**src/rtl/fft_pkg.sv**
```systemverilog
// Shared types and helpers for the radix-2 FFT address generation path.
package fft_pkg;

    localparam int unsigned LOG2N_MAX = 10;
    localparam int unsigned ROT_W     = 2 * LOG2N_MAX;

    typedef enum logic [1:0] {
        IDLE = 2'd0,
        RUN  = 2'd1,
        DONE = 2'd2
    } state_t;

    // Rotate 'value' left by 'shift' within the low 'len' bits.
    // Caller guarantees value < 2**len and shift < len.
    function automatic logic [LOG2N_MAX-1:0] rotl_l(
        input logic [LOG2N_MAX-1:0] value,
        input int unsigned          shift,
        input int unsigned          len
    );
        logic [ROT_W-1:0] wide;
        logic [ROT_W-1:0] mask;
        wide   = ROT_W'(value) << shift;
        mask   = (ROT_W'(1) << len) - ROT_W'(1);
        rotl_l = LOG2N_MAX'((wide & mask) | (wide >> len));
    endfunction

endpackage

```
**src/rtl/fft_agu_addr_map.sv**
```systemverilog
// Combinational butterfly address and twiddle mapping for (j, s, L).
module fft_agu_addr_map
    import fft_pkg::*;
#(
    parameter int unsigned LOG2N = 10
) (
    input  logic [LOG2N-2:0]             j,
    input  logic [$clog2(LOG2N)-1:0]     s,
    input  logic [$clog2(LOG2N+1)-1:0]   len,
    output logic [LOG2N-1:0]             address_a,
    output logic [LOG2N-1:0]             address_b,
    output logic [LOG2N-2:0]             twiddle
);

    int unsigned shift_r;
    int unsigned shift_l;

    // Leg addresses are {j,leg} rotated by the stage; twiddle stride is tied to LOG2N, not L.
    always_comb begin
        shift_r   = 32'(len) - 32'(s) - 32'd1;
        shift_l   = LOG2N - 32'd1 - 32'(s);
        address_a = LOG2N'(rotl_l(LOG2N_MAX'({j, 1'b0}), 32'(s), 32'(len)));
        address_b = LOG2N'(rotl_l(LOG2N_MAX'({j, 1'b1}), 32'(s), 32'(len)));
        twiddle   = (LOG2N-1)'((j >> shift_r) << shift_l);
    end

endmodule

```
**src/rtl/fft_agu_param.sv**
```systemverilog
// Runtime-length radix-2 FFT address generator with valid/ready stall handshake.
module fft_agu_param
    import fft_pkg::*;
#(
    parameter int unsigned LOG2N     = 10,
    parameter int unsigned MIN_LOG2N = 2
) (
    input  logic                           clk,
    input  logic                           rst,
    input  logic                           start_i,
    input  logic [$clog2(LOG2N+1)-1:0]     cfg_log2n_i,
    input  logic                           ready_i,
    output logic                           valid_o,
    output logic [LOG2N-1:0]               address_a_o,
    output logic [LOG2N-1:0]               address_b_o,
    output logic [LOG2N-2:0]               twiddle_addr_o,
    output logic                           memsel_o,
    output logic [$clog2(LOG2N)-1:0]       stage_o,
    output logic                           last_stage_o,
    output logic                           busy_o,
    output logic                           done_o
);

    localparam int unsigned LW = $clog2(LOG2N + 1);
    localparam int unsigned SW = $clog2(LOG2N);
    localparam int unsigned JW = LOG2N - 1;

    state_t          state, state_n;
    logic [JW-1:0]   j, j_n, j_last;
    logic [SW-1:0]   s, s_n;
    logic [LW-1:0]   len, len_n;
    logic            s_last;
    logic            valid_n, busy_n, done_n, last_n;
    logic [LOG2N-1:0] map_a, map_b;
    logic [JW-1:0]   map_tw;

    // Outputs are computed from the next counter values so they line up with the registered counters.
    fft_agu_addr_map #(.LOG2N(LOG2N)) u_addr_map (
        .j         (j_n),
        .s         (s_n),
        .len       (len_n),
        .address_a (map_a),
        .address_b (map_b),
        .twiddle   (map_tw)
    );

    // Next-state, counter advance and next-output decode.
    always_comb begin
        state_n = state;
        j_n     = j;
        s_n     = s;
        len_n   = len;
        valid_n = 1'b0;
        busy_n  = 1'b0;
        done_n  = 1'b0;
        j_last  = JW'((32'd1 << (32'(len) - 32'd1)) - 32'd1);
        s_last  = (32'(s) == 32'(len) - 32'd1);

        case (state)
            IDLE: begin
                if (start_i) begin
                    if (cfg_log2n_i < LW'(MIN_LOG2N))
                        len_n = LW'(MIN_LOG2N);
                    else if (cfg_log2n_i > LW'(LOG2N))
                        len_n = LW'(LOG2N);
                    else
                        len_n = cfg_log2n_i;
                    j_n     = '0;
                    s_n     = '0;
                    state_n = RUN;
                    valid_n = 1'b1;
                    busy_n  = 1'b1;
                end
            end
            RUN: begin
                valid_n = 1'b1;
                busy_n  = 1'b1;
                if (ready_i) begin
                    if (j == j_last) begin
                        j_n = '0;
                        if (s_last) begin
                            state_n = DONE;
                            valid_n = 1'b0;
                            busy_n  = 1'b0;
                            done_n  = 1'b1;
                        end else begin
                            s_n = s + SW'(1);
                        end
                    end else begin
                        j_n = j + JW'(1);
                    end
                end
            end
            DONE: begin
                state_n = IDLE;
            end
            default: begin
                state_n = IDLE;
            end
        endcase

        last_n = valid_n && (32'(s_n) == 32'(len_n) - 32'd1);
    end

    // State, counters and registered outputs.
    always_ff @(posedge clk or posedge rst) begin
        if (rst) begin
            state          <= IDLE;
            j              <= '0;
            s              <= '0;
            len            <= LW'(LOG2N);
            valid_o        <= 1'b0;
            address_a_o    <= '0;
            address_b_o    <= '0;
            twiddle_addr_o <= '0;
            memsel_o       <= 1'b0;
            stage_o        <= '0;
            last_stage_o   <= 1'b0;
            busy_o         <= 1'b0;
            done_o         <= 1'b0;
        end else begin
            state          <= state_n;
            j              <= j_n;
            s              <= s_n;
            len            <= len_n;
            valid_o        <= valid_n;
            address_a_o    <= valid_n ? map_a  : '0;
            address_b_o    <= valid_n ? map_b  : '0;
            twiddle_addr_o <= valid_n ? map_tw : '0;
            memsel_o       <= valid_n & s_n[0];
            stage_o        <= valid_n ? s_n : '0;
            last_stage_o   <= last_n;
            busy_o         <= busy_n;
            done_o         <= done_n;
        end
    end

endmodule

```
**config.mk**
```make
export PLATFORM = sky130hd
export DESIGN_NAME = fft_agu_param
export DESIGN_NICKNAME = d
export VERILOG_FILES = /design/src/rtl/fft_pkg.sv /design/src/rtl/fft_agu_addr_map.sv /design/src/rtl/fft_agu_param.sv
export SDC_FILE = /design/constraint.sdc
export NUM_CORES = 1
export LEC_CHECK = 0
export ABC_AREA = 1
export BUFFER_PORTS_ARGS = -buffer_cell sky130_fd_sc_hd__clkbuf_2
export CAP_MARGIN = 20
export CORE_ASPECT_RATIO = 0.8
export CORE_MARGIN = 5
export CORE_UTILIZATION = 35
export DETAILED_ROUTE_END_ITERATION = 16
export GPL_TIMING_DRIVEN = 0
export SYNTH_ARGS = -nofsm -noshare
export SYNTH_HDL_FRONTEND = slang
export SYNTH_SLANG_ARGS = --single-unit
```
**constraint.sdc**
```tcl
create_clock -name clk -period 18.56 [get_ports clk]
set_clock_uncertainty 0.15 [all_clocks]
set_input_delay 4.64 -clock clk [delete_from_list [all_inputs] [get_ports clk]]
set_output_delay 4.64 -clock clk [all_outputs]
set_load 0.02 [all_outputs]
```
==> run_results.csv <==
group,metric,value,unit
power,netSwitchingFraction,0.5049,
global_routing,grt.total_usage,0.2278,
final_layout,antenna_cells,0,
worst_setup_path,crit_required,18650,ps
sta,setup_viol,0,
die,ios,46,
clock_tree,clk_transition_reported_paths,80,ps
routing,wire_per_inst,17.48,µm
clock_tree,cts_resized,0,
clock_tree,cts_buffers,5,
die,die_h,131.9,µm
synthesis,synth_edf_count,0,
synthesis,synth_top_family_by_area,"simple AND/OR/NAND/NOR gates",
synthesis,synth_xor_area_frac,0.03367,
sta,timing_hold_violations_final,0,
synthesis,synthTopCellsByCount,"327 x nand2_1, 235 x nand3_1, 109 x nor2_1, 76 x inv_1, 53 x dfrtp_1",
clock_tree,clk_latency,310,ps
worst_setup_path,crit_buf_inv,4,
power,leakage,3.762,nW
synthesis,synthDistinctLibCells,42,
synthesis,synth_nets,1131,
sta,final.period_utilization,0.5717,
synthesis,synth_compound_area_frac,0.07830,
sta,hold_ws,367.7,ps
sta,relSlewSlack,0.3937,
synthesis,synth_async_sr_flop_share,1.000,
synthesis,synthCells,1099,
die,die_w,162.4,µm
worst_hold_path,min-delay-start,"state[1]$_DFFE_PP0P_",
synthesis,synth_area_leaders,"dfrtp_1 20%, nand2_1 19%, nand3_1 18%",
synthesis,seq_area_frac_synth,0.2120,
synthesis,synth.most_common_cell,"nand2_1",
sta,worst_pin_slew,906.1,ps
clock_tree,cts_max_path_buffers,2,
clock_tree,root_buffer,"clkbuf_16",
die,die_area,0.02143,mm²
sta,finalWorstSetupSlack,7949,ps
routing,routed_wl,24580,µm
clock_tree,cts_setup_buffers,0,
routing,first_pass_iters,6,
global_routing,antenna_found_initial,0,
synthesis,syn_area_per_cell,5.918,µm²
die,rows,44,
power,p_int,305.5,µW
power,clockPowerShare,0.169,
global_routing,grt_overflow,0,
synthesis,synth_area_leader_cell,"dfrtp_1",
worst_setup_path,reg2reg_from,"len[0]$_DFF_PP0_",
final_layout,nNetsFinal,1185,
place,place_ws,7791,ps
worst_setup_path,path_class,"in2reg",
power,combPwrFrac,0.564,
routing,dr_total_vias,7628,
place,port_buffers,45,
sta,rsz0062_at_grt,"no",
worst_setup_path,crit_fanout,13,
final_layout,syn2layout_area_growth,11.02,%
sta,max_freq,94.24,MHz
worst_setup_path,r2r_cells,41,
worst_hold_path,whs_endpoint,"state[1]$_DFFE_PP0P_",
synthesis,synthAdderAreaFrac,0.04733,
routing,antenna_left,0,
die,core,0.01822,mm²
routing,first_iter_violations,1116,
place,gp_congestion,1.030,
outcome,outcome,"completed",
die,start_util,0.3569,
clock_tree,cts_sinks,55,
global_routing,grt_pass1_wl,38920,µm
final_layout,drive_gt1_frac,0.1110,
synthesis,yosys_warnings,0,
synthesis,synth-seq-cells,55,
clock_tree,hold_buffers,0,
routing,post-route-drc-count,0,
synthesis,synthSimpleGateAreaFrac,0.5369,
power,p_sw,311.5,µW
routing,via_per_inst,5.425,
worst_setup_path,cp-start-kind,"input pin",
power,ir_drop,0.03872,mV
sta,report.final.slew_viol_count,0,
worst_hold_path,holdCritPathClass,"reg2reg",
synthesis,synthFlopType,"dfrtp_1",
synthesis,yosys.area.top_type_share,0.2039,
power,seqPwrFrac,0.267,
clock_tree,cts_tree,"yes",
worst_setup_path,end_kind,"flop",
global_routing,first_global_vias,7000,
synthesis,synthMuxAreaShare,0,
worst_setup_path,worst-endpoint-arrival,10700,ps
global_routing,grt_max_degree,40,
worst_setup_path,critPathSlowestCell,"fa_1",
job,cap_violations,0,
synthesis,synth_area,0.006504,mm²
worst_setup_path,cpPeakStageDelay,520,ps
sta,final.min_clock_period,10610,ps
sta,tns,0,ps
final_layout,fin_util,0.3963,
worst_hold_path,hold_depth,1,
clock_tree,htreeDepth,2,
power,power.density,85.45,mW/mm²
worst_setup_path,cp_top_family,"simple AND/OR/NAND/NOR gates",
worst_setup_path,reg2reg_to,"twiddle_addr_o[8]$_DFF_PP0_",
worst_setup_path,reg2reg_slack,10790,ps
place,hpwl,19530,µm
worst_setup_path,timing.critical_path.mode_cell,"nand2_1",
## registers in the layout, indices dropped and copies added, names as in the netlist
| register | cells |
|---|---|
| j | 9 |
| state | 2 |
| stage_o | 3 |
| address_a_o | 10 |
| memsel_o | 1 |
| len | 4 |
| twiddle_addr_o | 9 |
| s | 4 |
| address_b_o | 10 |
| last_stage_o | 1 |
| busy_o | 1 |
| done_o | 1 |
## final cells by class
type	instances	area, µm²
multi-input combinational	903	4528
inverter	94	352.8
timing repair buffer	47	252.7
tap	253	316.6
sequential	55	1379
clock inverter	1	8.758
clock buffer	6	138.9
buffer	47	244.0
fill	1989	11000
## how the worst max path moves through the flow
stage / startpoint / end / cells past startpoint
after floorplan: ready_i / twiddle_addr_o[7]$_DFF_PP0_ / 36
after global placement: start_i / twiddle_addr_o[8]$_DFF_PP0_ / 28
after detailed placement: start_i / twiddle_addr_o[8]$_DFF_PP0_ / 28
after CTS: start_i / twiddle_addr_o[8]$_DFF_PP0_ / 28
after global routing: start_i / twiddle_addr_o[8]$_DFF_PP0_ / 29
final: start_i / twiddle_addr_o[8]$_DFF_PP0_ / 28
## per-layer routing
metal	global-route usage	vias up	part of all wire
met5	0	-	0
met4	0.04133	0	0.011
met3	0.07252	27	0.12
met2	0.3112	357	0.39
met1	0.3497	3480	0.49
li1	-	3764	-
## per-stage QoR
step,instance area (µm²),power (mW),std cells
4_1_cts,7221,0.6091,1406
3_3_place_gp,7046,0.5011,1397
2_1_floorplan,6504,0.4037,1099
3_5_place_dp,7073,0.5034,1399
5_1_grt,7221,0.6642,1406
6_report,7221,0.6170,1406
## cell usage in the layout, fill, tap and decap left out, types with 11 or more instances in the layout
master,n
nor3_1,14
clkbuf_2,45
nand3_2,11
a21oi_1,36
nand4_1,30
nand2_2,12
nand3_1,235
xor2_1,19
dfrtp_1,53
ha_1,23
nand2_1,327
inv_2,12
nor2_1,109
o21ai_0,27
clkbuf_1,27
inv_1,75
## kinds of logic (layout without fill, tap and decap cells)
family	after synthesis	in the layout
AOI/OAI and AO/OA	91	91
xor gates and xnor gates	25	25
adders and majority gates	24	24
buffers and inverters	141	195
DFF	55	55
and+or+nand+nor	763	763
## power groups by stage
stage,Sequential [mW],Clock [mW],Combinational [mW]
5_1_grt,0.167,0.111,0.387
4_1_cts,0.164,0.106,0.339
2_1_floorplan,0.185,0,0.219
3_3_place_gp,0.165,0,0.336
6_report,0.165,0.104,0.348
3_5_place_dp,0.167,0,0.337
Note: power is estimated with default switching activity, not from simulation.
